$ cat config.mk
export PLATFORM = sky130hd
export DESIGN_NAME = truth_table_sweeper
export DESIGN_NICKNAME = d
export VERILOG_FILES = /design/src/rtl/truth_table_sweeper_pkg.sv /design/src/rtl/truth_table_sweeper_sweep_counter.sv /design/src/rtl/truth_table_sweeper.sv
export SDC_FILE = /design/constraint.sdc
export NUM_CORES = 1
export LEC_CHECK = 0
export ABC_AREA = 1
export CAP_MARGIN = 30
export CORE_ASPECT_RATIO = 0.9
export CORE_MARGIN = 5
export CORE_UTILIZATION = 25
export CTS_BUF_LIST = sky130_fd_sc_hd__clkbuf_8
export CTS_CLUSTER_SIZE = 12
export DETAILED_ROUTE_END_ITERATION = 8
export PLACE_DENSITY = 0.47
export SLEW_MARGIN = 20
export SYNTH_ARGS = -nofsm -noshare
export SYNTH_HDL_FRONTEND = slang
export SYNTH_SLANG_ARGS = --single-unit
$ cat constraint.sdc
create_clock -name clk -period 2 [get_ports clk]
set_clock_uncertainty 0.15 [all_clocks]
set_input_delay 0.4 -clock clk [delete_from_list [all_inputs] [get_ports clk]]
set_output_delay 0.4 -clock clk [all_outputs]
set_load 0.01 [all_outputs]
$ cat src/rtl/truth_table_sweeper_pkg.sv
// Shared types and sizing for the truth-table sweeper.
package truth_table_sweeper_pkg;

  localparam int unsigned N_IN_DEF = 5;
  localparam int unsigned NVEC     = 1 << N_IN_DEF;
  localparam int unsigned CNT_W    = 4;

  typedef enum logic [1:0] {
    ST_IDLE = 2'd0,
    ST_HOLD = 2'd1,
    ST_DONE = 2'd2
  } state_e;

  // Number of vectors swept for an n-input function.
  function automatic int unsigned nvec_of(input int unsigned n);
    return 1 << n;
  endfunction

endpackage

$ cat src/rtl/truth_table_sweeper_sweep_counter.sv
// Stimulus vector register with per-vector settle window counter.
module truth_table_sweeper_sweep_counter
  import truth_table_sweeper_pkg::*;
#(
  parameter int unsigned N_IN   = N_IN_DEF,
  parameter int unsigned SETTLE = 1
) (
  input  logic            clk,
  input  logic            rst,
  input  logic            clr_i,
  input  logic            run_i,
  output logic [N_IN-1:0] vec_o,
  output logic            last_vec_c_o,
  output logic            win_end_c_o
);

  localparam logic [CNT_W-1:0] SETTLE_W = CNT_W'(SETTLE);

  logic [N_IN-1:0]  vec_q, vec_d;
  logic [CNT_W-1:0] cnt_q, cnt_d;

  assign vec_o        = vec_q;
  assign win_end_c_o  = (cnt_q == SETTLE_W);
  assign last_vec_c_o = &vec_q;

  // Hold each vector SETTLE+1 cycles; the terminal vector returns vec to 0.
  always_comb begin
    vec_d = vec_q;
    cnt_d = cnt_q;
    if (clr_i) begin
      vec_d = '0;
      cnt_d = '0;
    end else if (run_i) begin
      if (win_end_c_o) begin
        cnt_d = '0;
        vec_d = last_vec_c_o ? '0 : vec_q + N_IN'(1);
      end else begin
        cnt_d = cnt_q + CNT_W'(1);
      end
    end
  end

  // Vector and settle counter registers.
  always_ff @(posedge clk or posedge rst) begin
    if (rst) begin
      vec_q <= '0;
      cnt_q <= '0;
    end else begin
      vec_q <= vec_d;
      cnt_q <= cnt_d;
    end
  end

endmodule

$ cat src/rtl/truth_table_sweeper.sv
// Sweeps all input vectors of a small combinational unit and captures its truth table.
module truth_table_sweeper
  import truth_table_sweeper_pkg::*;
#(
  parameter int unsigned N_IN   = N_IN_DEF,
  parameter int unsigned SETTLE = 1
) (
  input  logic                       clk,
  input  logic                       rst,
  input  logic                       start,
  output logic [N_IN-1:0]            vec,
  input  logic                       resp,
  output logic                       busy,
  output logic                       done,
  output logic [nvec_of(N_IN)-1:0]   tt,
  output logic [N_IN:0]              ones
);

  localparam int unsigned NV = nvec_of(N_IN);
  localparam int unsigned OW = N_IN + 1;

  state_e          state_q, state_d;
  logic            busy_q, busy_d;
  logic            done_q, done_d;
  logic [NV-1:0]   tt_q, tt_d;
  logic [OW-1:0]   ones_q, ones_d;
  logic            clr_c, run_c;
  logic            last_vec_c, win_end_c;

  truth_table_sweeper_sweep_counter #(
    .N_IN   (N_IN),
    .SETTLE (SETTLE)
  ) u_sweep_counter (
    .clk          (clk),
    .rst          (rst),
    .clr_i        (clr_c),
    .run_i        (run_c),
    .vec_o        (vec),
    .last_vec_c_o (last_vec_c),
    .win_end_c_o  (win_end_c)
  );

  // Next-state, capture and accumulation logic.
  always_comb begin
    state_d = state_q;
    busy_d  = busy_q;
    done_d  = 1'b0;
    tt_d    = tt_q;
    ones_d  = ones_q;
    clr_c   = 1'b0;
    run_c   = 1'b0;
    unique case (state_q)
      ST_IDLE: begin
        if (start) begin
          state_d = ST_HOLD;
          busy_d  = 1'b1;
          tt_d    = '0;
          ones_d  = '0;
          clr_c   = 1'b1;
        end
      end
      ST_HOLD: begin
        run_c = 1'b1;
        if (win_end_c) begin
          tt_d[vec] = resp;
          ones_d    = ones_q + OW'(resp);
          if (last_vec_c) begin
            state_d = ST_DONE;
            busy_d  = 1'b0;
            done_d  = 1'b1;
          end
        end
      end
      ST_DONE: begin
        state_d = ST_IDLE;
      end
      default: begin
        state_d = ST_IDLE;
        busy_d  = 1'b0;
      end
    endcase
  end

  // State and output registers; reset discards any partial result.
  always_ff @(posedge clk or posedge rst) begin
    if (rst) begin
      state_q <= ST_IDLE;
      busy_q  <= 1'b0;
      done_q  <= 1'b0;
      tt_q    <= '0;
      ones_q  <= '0;
    end else begin
      state_q <= state_d;
      busy_q  <= busy_d;
      done_q  <= done_d;
      tt_q    <= tt_d;
      ones_q  <= ones_d;
    end
  end

  assign busy = busy_q;
  assign done = done_q;
  assign tt   = tt_q;
  assign ones = ones_q;

endmodule

* Yosys cells after proc, flatten, opt, wreduce, memory -nomap -nowiden *
Cells that the tools add are included.

word-level totals
  output and inout port bits = 45
  bits in registers = 51
  input port bits = 4
  logic and storage cells = 59

cells by class
  bitwise gates (word level) = 1
  $lt $le $gt $ge = 2
  equal/unequal tests = 6
  add/subtract/negate cells = 3
  muxes and demuxes = 30
  reductions and logical operators = 10

operators with widths
  kind                                                                number
  2-to-1 mux 32 bit                                                   2
  one-hot mux 32 bit (2 select lines)                                 1
  bitwise mux 32 bit                                                  1
  2-to-1 mux 5 bit                                                    4
  2-to-1 mux 4 bit                                                    3
  2-to-1 mux 6 bit                                                    2
  one-hot mux 6 bit (2 select lines)                                  1
  2-to-1 mux 1 bit                                                    10
  adder 6 x 1 -> 6 bit                                                1
  less-than comparator 5 x 6 -> 1 bit (second input constant)         1
  2-to-1 mux 2 bit                                                    3
  AND reduction 3 bit                                                 2
  nonzero test 2 bit                                                  3
  adder 5 x 1 -> 5 bit (second input constant)                        1
  demux 1 bit (select 5 bit)                                          1
  greater-or-equal comparator 5 x 1 -> 1 bit (second input constant)  1
  AND reduction 5 bit                                                 1
  adder 4 x 1 -> 4 bit (second input constant)                        1
  equality test 4 x 1 -> 1 bit (second input constant)                1
  != test 2 x 1 -> 1 bit (second input constant)                      2
  one-hot mux 2 bit (2 select lines)                                  1
  AND reduction 4 bit                                                 1
  one-hot mux 1 bit (3 select lines)                                  1
  equality test 2 x 1 -> 1 bit (second input constant)                1
  other kinds (6)                                                     6

* Longest topological paths before layout *
Gate-level depths: netlist of run 1.

  word-level depth = 7
  depth in mapped cells = 9
  depth with buffers taken out = 8

* Modules after synthesis *
Synthesis of run 1 repeated with hierarchy kept, for this count alone.

second synthesis, totals
  cell total of the unflattened synthesis = 380
  area, all modules = 2829.0 um2

by module, submodules not included
  module                             area each (um2)  cells each  times used  seq. area each (um2)
  truth_table_sweeper                2263.4           305         1           1051.0
  truth_table_sweeper_sweep_counter  565.5            75          1           225.2

* Least setup slack after synthesis of run 1 *
No wires, ideal clock.

  kind = register -> register
  start point = register u_sweep_counter.vec_q[0], in the netlist u_sweep_counter.vec_o[0]
  end point = register busy_q, in the netlist busy
  slack = 309 ps
  setup time = 130 ps
  arrival = 1411 ps
  stages on the path, launching flop included = 8
  clock period less this slack = 1691 ps
  path buffers = 0
  data required time = 1720 ps
  path through = dfrtp_1 > ha_1 > nand2_1 > nor2_1 > ha_1 > inv_1 > o21ai_0 > a21oi_1

between the ends
  longest elaborated chain between the ends = 3

ends and longest elaborated chain
  element                                  line                                     RTL
  from (decl)                              truth_table_sweeper_sweep_counter.sv:19  logic [N_IN-1:0] vec_q, vec_d;
  from (signal assigned)                   truth_table_sweeper_sweep_counter.sv:49  vec_q <= vec_d;
  AND reduction 5 bit                      truth_table_sweeper_sweep_counter.sv:24  assign last_vec_c_o = &vec_q;
  != test 2 x 1 -> 1 bit (no source line)  -
  AND reduction 4 bit (no source line)     -
  to (signal assigned)                     truth_table_sweeper.sv:94                busy_q <= busy_d;
  to (decl)                                truth_table_sweeper.sv:23                logic busy_q, busy_d;

Every way passes these cells.
A chain may end at the register's enable or synchronous reset.

* Worst setup path in the final report of run 1 *
  start point = register u_sweep_counter.vec_q[2], in the netlist u_sweep_counter.vec_o[2]
  end point = output port vec[2]

RTL lines
  element    line                       RTL
  to (decl)  truth_table_sweeper.sv:11  output logic [N_IN-1:0] vec,

No word-level cell between the ends.

==> results.py, run 1 <==
metrics = {
    "critical_path": {
        "critPathMaxFanout": 7,
        "path_delay_family": "buffers and inverters",
        "rr_startpoint": "u_sweep_counter.vec_o[0]",
        "cp.required_ns": 1.45,
        "slowest_stage": "clkdlybuf4s50_1",
        "r2r_slack_ns": 0.23,
        "critPathLaunchType": "flip-flop",
        "critPathKind": "flip-flop to output port",
        "worst_ep_arrival_time_ns": 1.37,
        "reg2regPathDepth": 7,
        "crit_buf_inv": 1,
        "worstSetupEndpointType": "output port",
        "crit_chain": "clkdlybuf4s50_1",
        "reg2reg_to": "busy",
        "cpPeakStageDelay_ns": 0.59,
        "setup.worst_path.start": "u_sweep_counter.vec_o[2]",
    },
    "cells_and_area": {
        "drive_gt1_share_pct": 8.114,
        "final_cell_mix": "nand2_1, dfrtp_1, clkdlybuf4s50_1, inv_1, nand3_1",
        "nFillCells": 1249,
        "nets": 468,
        "layout_commonest_cell": "nand2_1",
        "syn2layout_area_growth_pct": 29.84,
        "antenna_cells": 0,
    },
    "place": {
        "hpwl_mm": 5.110,
        "globalplace.congestion": 0.7490,
        "portBuffers": 48,
    },
    "power": {
        "totalPowerFinal_mw": 2.273,
        "max-vdd-ir-drop_mv": 0.3758,
        "power_frac_comb_pct": 18.9,
        "p_int_mw": 1.635,
        "pwr-share-clk_pct": 28.0,
        "pwr-share-seq_pct": 53.1,
        "leakagePower_nw": 2.031,
        "p_switching_mw": 0.6384,
        "power_density_mw_per_mm2": 615.9,
        "swShare_pct": 28.09,
    },
    "sta": {
        "fmax_ghz": 0.5213,
        "worst_slew_pin_slew_ns": 0.3857,
        "slew_viol_final": 0,
        "finalCritPeriodShare_pct": 95.92,
        "setup_viol": 0,
        "hold_violations": 0,
        "period_needed_ns": 1.918,
        "setup_tns_ns": 0,
        "rsz0062_at_grt": "false",
        "slew_headroom_pct": 74.29,
        "hold_slack_ns": 0.3091,
    },
    "cts": {
        "cts_buffers": 5,
        "clk_pin_slew_worst_paths_ns": 0.10,
        "cts.path.max_buffers": 2,
        "cts_setup_buffers": 0,
        "cts_root_buf": "clkbuf_8",
        "insertion_delay_ns": 0.31,
        "cts_tree": "built",
        "htreeDepth": 2,
        "ctsHoldBuffers": 0,
        "clkSinkCount": 51,
    },
    "route": {
        "drc": 0,
        "dr.pass1.iters": 4,
        "wirelength_mm": 7.258,
        "vias_per_cell": 4.118,
        "ant_nets": 0,
        "wl_per_cell_um": 11.86,
        "drt_iter0_drc": 81,
        "dr_total_vias": 2520,
    },
    "floorplanning": {
        "start_util_pct": 25.17,
        "ios": 49,
        "die_y_um": 111.2,
        "fp.coreArea_mm2": 0.01130,
        "fp-row-count": 37,
        "fp.dieW_um": 122.4,
        "die_area_mm2": 0.01361,
    },
    "job": {
        "maxCapViolations": 0,
    },
    "status": {
        "status": "finished, final reports clean",
    },
    "yosys": {
        "yosysUniqueCellTypes": 24,
        "synth_seq_area_share_pct": 44.89,
        "synth_warnings": 0,
        "synth-seq-cells": 51,
        "syn_area_per_cell_um2": 7.125,
        "syn-num-nets": 412,
        "synth_area_mm2": 0.002843,
        "netlist_instances": 399,
    },
    "min_path": {
        "hold_path_class": "primary input to asynchronous set/reset pin",
    },
    "global_route": {
        "grt_pass1_wl_mm": 12.48,
        "grt_max_degree": 52,
        "grt_usage_pct": 11.28,
        "antenna_found_initial": 0,
        "grt_pass1_vias": 2505,
        "grt_remaining_overflow": 0,
    },
}
## registers in the layout, summed over array words and instances (netlist names)
signal,flops
u_sweep_counter.vec_o,5
state_q,2
busy,1
ones,6
done,1
u_sweep_counter.cnt_q,4
tt,32
## cell type report
cell class,count,area (um2),area share (%)
Inverter,48,180.2,4.881
Clock inverter,2,12.51,0.3390
Multi-Input combinational cell,284,1284,34.78
Tap cell,156,195.2,5.288
Clock buffer,6,82.58,2.237
Sequential cell,51,1279,34.64
Timing Repair Buffer,65,658.1,17.83
## kinds of logic after synthesis
group / Yosys count / synth area share, %
AOI/OAI and AO/OA: 23 / 4.401
xor gates and xnor gates: 1 / 0.3082
adders and majority gates: 9 / 3.961
buffers and inverters: 64 / 9.947
DFF: 51 / 44.89
and+or+nand+nor: 251 / 36.49
## worst max-delay path by stage
stage / endpoint / slack [ns] / depth (start not counted)
after CTS: vec[3] / 0.005 / 1
final: vec[2] / 0.08 / 1
after global placement: ones[2] / 0.05 / 6
after detailed placement: ones[2] / 0.02 / 6
after floorplan: busy / 0.22 / 1
after global routing: vec[2] / 0.002 / 1
## per-stage QoR
stage	utilization [%]	instances	worst slack, ns	area (um2)
4_1_cts	32.65	612	0.005382	3689
6_report	32.68	612	0.08164	3691
3_5_place_dp	31.81	604	0.01915	3593
2_1_floorplan	-	399	0.2205	2843
5_1_grt	32.68	612	0.002399	3691
3_3_place_gp	31.81	604	0.04721	3593
## cell usage after synthesis, drive strengths merged
cell type	instances	area (um2)
buf	16	102.6
ha	9	112.6
dfrtp	51	1276
a21oi	2	10.01
or2	1	6.260
o21ai	17	88.83
nand3b	1	7.510
nor2	21	88.84
nand3	25	130.1
o21bai	1	7.510
nand4	13	81.33
o22ai	3	18.77
xnor2	1	8.760
inv	48	180.2
nand2	190	723.2
## power by group through the flow
stage	logic, mW	clock network, mW	registers (mW)
after CTS	0.439	0.671	1.21
final	0.430	0.637	1.21
after global routing	0.477	0.697	1.23
after floorplan	0.165	0	1.25
after global placement	0.436	0	1.23
after detailed placement	0.434	0	1.23
## metal layers
metal	track usage [%]	share of wire (%)	wire (um)	up-vias
met1	15.89	50	3645	1133
met3	2.704	4.8	350	7
met2	17.51	44	3198	37
li1	-	-	-	1343
met4	2.463	0.88	64	0
met5	0	0	0	-
## what timing repair did
action / 4_1_cts / 5_1_grt
resized for setup: 0 / 2
setup endpoints to repair: 0 / 2
endpoints found under the hold margin: 0 / 0
Power figures use the tool's default switching activity.
==> inputs of run 2 (changes only) <==
--- a/config.mk
+++ b/config.mk
@@ -13,7 +13,7 @@
 export CTS_BUF_LIST = sky130_fd_sc_hd__clkbuf_8
 export CTS_CLUSTER_SIZE = 12
 export DETAILED_ROUTE_END_ITERATION = 8
-export PLACE_DENSITY = 0.47
+export PLACE_DENSITY = 0.48
 export SLEW_MARGIN = 20
 export SYNTH_ARGS = -nofsm -noshare
 export SYNTH_HDL_FRONTEND = slang
==> constraint.sdc (replaced) <==
create_clock -name clk -period 1.6 [get_ports clk]
set_clock_uncertainty 0.15 [all_clocks]
set_input_delay 0.32 -clock clk [delete_from_list [all_inputs] [get_ports clk]]
set_output_delay 0.32 -clock clk [all_outputs]
set_load 0.01 [all_outputs]
==> run 2 against run 1 <==
The flow now finishes with violations (negative setup slack). Count of clock-buffer cells in the layout down 1. Register-to-register slack worse by 0.25 ns. Routed wire length is 15% higher. Core utilization up 5.6 points. Largest cell class unchanged. Highest routed layer unchanged.
==> results.py, run 2 (same netlist as run 1, synthesis figures left out) <==
metrics = {
    "critical_path": {
        "cp.required_ns": 1.70,
        "crit_chain": "inv_2 -> ha_4 -> nand3_4 -> nand2_4 -> nand2_4 -> nor2_4 -> clkbuf_16 -> nand2_1 -> nand2_1",
        "critPathMaxFanout": 15,
        "worst_ep_arrival_time_ns": 1.72,
        "reg2regPathDepth": 9,
        "cpPeakStageDelay_ns": 0.39,
        "slowest_stage": "dfrtp_1",
        "crit_buf_inv": 2,
        "reg2reg_to": "tt[7]",
        "critPathLaunchType": "flip-flop",
        "rr_startpoint": "u_sweep_counter.cnt_q[1]",
        "path_delay_family": "simple AND/OR/NAND/NOR gates",
        "critPathKind": "flip-flop to flip-flop",
        "worstSetupEndpointType": "flip-flop",
        "r2r_slack_ns": -0.02,
    },
    "cells_and_area": {
        "syn2layout_area_growth_pct": 52.11,
        "nets": 515,
        "utilization_pct": 38.28,
        "drive_gt1_share_pct": 27.04,
        "antenna_cells": 0,
        "stdcell_count": 659,
        "largest_reg_flops": 32,
        "nFillCells": 1230,
        "layout_commonest_cell": "nand2_1",
        "final_cell_mix": "nand2_1, buf_4, dfrtp_1, inv_1, dlygate4sd2_1",
    },
    "cts": {
        "cts.path.max_buffers": 2,
        "ctsHoldBuffers": 0,
        "insertion_delay_ns": 0.31,
        "cts_root_buf": "clkbuf_8",
        "cts_buffers": 5,
        "cts_tree": "built",
        "clk_pin_slew_worst_paths_ns": 0.10,
        "htreeDepth": 2,
        "clkSinkCount": 51,
    },
    "route": {
        "wl_per_cell_um": 12.67,
        "dr_total_vias": 2788,
        "drt_iter0_drc": 171,
        "wirelength_mm": 8.350,
        "drc": 0,
        "ant_nets": 0,
        "dr.pass1.iters": 5,
        "vias_per_cell": 4.231,
    },
    "min_path": {
        "hold_path_class": "primary input to asynchronous set/reset pin",
    },
    "power": {
        "max-vdd-ir-drop_mv": 0.3167,
        "power_density_mw_per_mm2": 688.6,
        "leakagePower_nw": 2.518,
    },
    "floorplanning": {
        "start_util_pct": 25.17,
        "ios": 49,
        "fp-row-count": 37,
        "die_y_um": 111.2,
        "die_area_mm2": 0.01361,
        "fp.dieW_um": 122.4,
        "fp.coreArea_mm2": 0.01130,
    },
    "sta": {
        "fmax_ghz": 0.6172,
        "slew_headroom_pct": 83.74,
        "setup_viol": 21,
        "period_needed_ns": 1.620,
        "hold_violations": 0,
        "setup_ws_ns": -0.02018,
        "rsz0062_at_grt": "true",
        "worst_slew_pin_slew_ns": 0.2433,
        "finalCritPeriodShare_pct": 101.3,
        "slew_viol_final": 0,
    },
    "place": {
        "portBuffers": 48,
        "dp.cells": 634,
        "hpwl_mm": 5.630,
        "globalplace.congestion": 0.8587,
    },
    "global_route": {
        "grt_pass1_vias": 2591,
        "grt_usage_pct": 11.88,
        "grt_pass1_wl_mm": 13.08,
        "antenna_found_initial": 0,
        "grt_remaining_overflow": 0,
        "grt_max_degree": 32,
    },
    "job": {
        "maxCapViolations": 0,
    },
    "status": {
        "violations": "negative setup slack",
        "status": "complete, but fails checks",
    },
}
==> run 2: cell types whose count changed in the layout (fill, tap and decap cells not counted), sizes merged <==
cell,change
clkinvlp,+2
clkdlybuf4s50,-45
buf,+48
dlygate4sd2,+40
clkdlybuf4s15,+2
clkbuf,+1
inv,-1
clkinv,-1
bufinv,+1
==> run 2: area by class of cell <==
| cell class | instances | area, um2 | area share, % |
|---|---|---|---|
| clock buffers | 5 | 68.82 | 1.591 |
| clock inverters | 3 | 37.54 | 0.8681 |
| inverters | 48 | 192.7 | 4.456 |
| multi-input cells | 284 | 1530 | 35.39 |
| flip-flops and latches | 51 | 1284 | 29.69 |
| well taps | 156 | 195.2 | 4.514 |
| repair buffers | 112 | 1016 | 23.50 |
==> run 2: worst max-delay path by stage <==
stage	end	slack, ns	start	cells after the start
6_report	tt[7]	-0.02	u_sweep_counter.cnt_q[1]	9
3_3_place_gp	ones[2]	-0.29	resp	6
5_1_grt	tt[12]	-0.11	u_sweep_counter.cnt_q[1]	9
4_1_cts	tt[16]	-0.01	u_sweep_counter.vec_o[1]	9
3_5_place_dp	ones[2]	-0.34	resp	6
2_1_floorplan	busy	0.04	u_sweep_counter.vec_o[0]	7
==> run 2: routing by layer <==
metal | wire length (um) | track usage, %
met4 | 88 | 2.687
met3 | 332 | 2.602
met1 | 4128 | 17.05
met2 | 3801 | 18.21
met5 | 0 | 0
==> run 2: stage by stage <==
stage / power, mW / setup TNS (ns) / area (um2) / hold WS [ns] / setup WS [ns]
4_1_cts: 3.012 / -0.02923 / 4005 / 0.1606 / -0.01290
2_1_floorplan: 1.770 / 0 / 2851 / 0.2186 / 0.04029
5_1_grt: 3.139 / -2.939 / 4324 / 0.1846 / -0.1125
3_3_place_gp: 2.088 / -6.544 / 3840 / 0.3076 / -0.2883
3_5_place_dp: 2.096 / -7.135 / 3840 / 0.3110 / -0.3367
6_report: 2.977 / -0.2699 / 4324 / 0.1544 / -0.02018
==> run 2: worst reg2reg max path, stage by stage (launching register included) <==
cell	delay, ns
dfrtp_1	0.39
inv_2	0.08
ha_4	0.14
nand3_4	0.11
nand2_4	0.11
nand2_4	0.06
nor2_4	0.20
clkbuf_16	0.23
nand2_1	0.06
nand2_1	0.06
==> run 2: report_power, final <==
| group | internal [mW] | switching (mW) |
|---|---|---|
| registers | 1.40 | 0.0680 |
| logic | 0.303 | 0.305 |
| clock network | 0.457 | 0.449 |
==> run 2: repair_timing <==
action                     in CTS  in global routing
setup endpoints to repair      57                 45
resized for setup              71                 65
gates cloned                    0                  2
buffers inserted                7                  9
pin swaps                       3                 18
==> inputs of run 3 (changes only) <==
--- a/config.mk
+++ b/config.mk
@@ -14,6 +14,7 @@
 export CTS_CLUSTER_SIZE = 12
 export DETAILED_ROUTE_END_ITERATION = 8
 export PLACE_DENSITY = 0.48
+export SKIP_CTS_REPAIR_TIMING = 1
 export SLEW_MARGIN = 20
 export SYNTH_ARGS = -nofsm -noshare
 export SYNTH_HDL_FRONTEND = slang
==> run 3 against run 2 <==
The run still ends with negative setup slack left. Via count rose by 1.5%. Sequential share of layout area decreased by 1.2 points. First-iteration DRC count down 8.8%. Clock power is 1% lower. Maximum frequency shrank 4.7%. Cell area is 4.3% higher. Hold slack improved by 0.00071 ns. Die area unchanged. Highest routed layer unchanged.
==> results.py, run 3 (same netlist as run 1, synthesis figures left out) <==
metrics = {
    "global_route": {
        "grt_pass1_vias": 2547,
        "antenna_found_initial": 0,
        "grt_remaining_overflow": 0,
        "grt_pass1_wl_mm": 12.88,
        "grt_busiest_layer": "met2",
        "grt_util_met2_pct": 17.40,
        "grt.met3_usage_pct": 2.755,
        "use_met1_pct": 17.21,
        "grt_max_degree": 32,
        "grt_usage_pct": 11.74,
    },
    "critical_path": {
        "critPathMaxFanout": 8,
        "worst_ep_arrival_time_ns": 1.79,
        "cp.required_ns": 1.69,
        "critPathLaunchType": "flip-flop",
        "setup.worst_path.start": "u_sweep_counter.cnt_q[1]",
        "rr_startpoint": "u_sweep_counter.cnt_q[1]",
        "critPathKind": "flip-flop to flip-flop",
        "worstSetupEndpointType": "flip-flop",
        "r2r_slack_ns": -0.10,
    },
    "cts": {
        "insertion_delay_ns": 0.30,
        "cts_buffers": 5,
        "cts_tree": "built",
        "htreeDepth": 2,
        "clkSinkCount": 51,
        "clk_pin_slew_worst_paths_ns": 0.09,
        "cts_root_buf": "clkbuf_8",
        "cts.path.max_buffers": 2,
    },
    "floorplanning": {
        "fp-row-count": 37,
        "die_area_mm2": 0.01361,
        "die_y_um": 111.2,
        "fp.dieW_um": 122.4,
        "fp.coreArea_mm2": 0.01130,
        "start_util_pct": 25.17,
        "ios": 49,
    },
    "route": {
        "wl_per_cell_um": 12.90,
        "ant_nets": 0,
        "dr.pass1.iters": 4,
        "drt_iter0_drc": 156,
        "wirelength_mm": 8.578,
        "drc": 0,
        "dr_total_vias": 2829,
        "vias_per_cell": 4.254,
    },
    "sta": {
        "worst_slew_pin_slew_ns": 0.2724,
        "setup_viol": 33,
        "slew_headroom_pct": 81.80,
        "setup_ws_ns": -0.1001,
        "hold_violations": 0,
        "slew_viol_final": 0,
        "fmax_ghz": 0.5882,
        "hold_slack_ns": 0.1551,
        "period_needed_ns": 1.700,
        "rsz0062_at_grt": "true",
        "finalCritPeriodShare_pct": 106.3,
    },
    "status": {
        "violations": "negative setup slack",
        "status": "complete, but fails checks",
    },
    "power": {
        "power_density_mw_per_mm2": 674.9,
        "pwr-share-clk_pct": 29.4,
        "power_frac_comb_pct": 22.0,
        "p_switching_mw": 0.8237,
        "p_int_mw": 2.220,
        "max-vdd-ir-drop_mv": 0.3285,
        "pwr-share-seq_pct": 48.6,
        "swShare_pct": 27.07,
        "leakagePower_nw": 2.939,
    },
    "place": {
        "globalplace.congestion": 0.8587,
        "hpwl_mm": 5.630,
        "dp.cells": 634,
        "portBuffers": 48,
    },
    "cells_and_area": {
        "layout_commonest_cell": "nand2_1",
        "nets": 521,
        "drive_gt1_share_pct": 30.06,
        "antenna_cells": 0,
        "final_cell_mix": "nand2_1, buf_4, dfrtp_1, inv_1, dlymetal6s2s_1",
        "largest_reg_flops": 32,
        "nFillCells": 1213,
        "syn2layout_area_growth_pct": 58.63,
        "stdcell_count": 665,
        "utilization_pct": 39.92,
    },
    "min_path": {
        "hold_path_class": "primary input to asynchronous set/reset pin",
    },
    "job": {
        "maxCapViolations": 0,
    },
}
==> run 3: layer usage <==
metal,vias to the layer above,routed length (um)
li1,1451,-
met2,66,3895
met3,10,487
met5,-,0
met4,0,100
met1,1302,4094
==> run 3: worst paths after layout <==
check	to	cells past startpoint
max	tt[23]	9
max in group asynchronous	u_sweep_counter.vec_o[0]	3
min in group clk	tt[18]	2
min reg2reg	tt[18]	2
max reg2reg	tt[23]	9
min	u_sweep_counter.cnt_q[0]	2
==> run 3: power groups by stage <==
stage	clock (mW)	combinational (mW)	sequential, mW
2_1_floorplan	0	0.206	1.56
3_3_place_gp	0	0.564	1.52
3_5_place_dp	0	0.571	1.53
4_1_cts	0.938	0.572	1.50
5_1_grt	0.975	0.746	1.49
6_report	0.895	0.669	1.48
==> run 3: through the flow <==
| stage | power [mW] | cell area, um2 | setup TNS, ns | worst slack [ns] |
|---|---|---|---|---|
| 2_1_floorplan | 1.770 | 2851 | 0 | 0.04029 |
| 3_3_place_gp | 2.088 | 3840 | -6.544 | -0.2883 |
| 3_5_place_dp | 2.096 | 3840 | -7.135 | -0.3367 |
| 4_1_cts | 3.014 | 3946 | -6.293 | -0.3055 |
| 5_1_grt | 3.213 | 4509 | -5.072 | -0.1886 |
| 6_report | 3.044 | 4509 | -2.139 | -0.1001 |
==> run 3: final cells by class <==
type | instances | area (um2) | share of cell area (%)
multi-input combinational | 284 | 1523 | 33.77
sequential | 51 | 1284 | 28.47
timing repair buffer | 118 | 1214 | 26.91
tap | 156 | 195.2 | 4.329
inverter | 48 | 187.7 | 4.162
clock buffer | 5 | 68.82 | 1.526
clock inverter | 3 | 37.54 | 0.8324
==> run 3: worst max-delay path, cell delays in order (launching register included) <==
cell       delay, ns
dfrtp_1         0.39
inv_2           0.08
ha_4            0.14
nand3_4         0.11
nand2_4         0.12
nand2_4         0.06
nor2_4          0.25
clkbuf_16       0.24
nand2_2         0.06
nand2_1         0.05
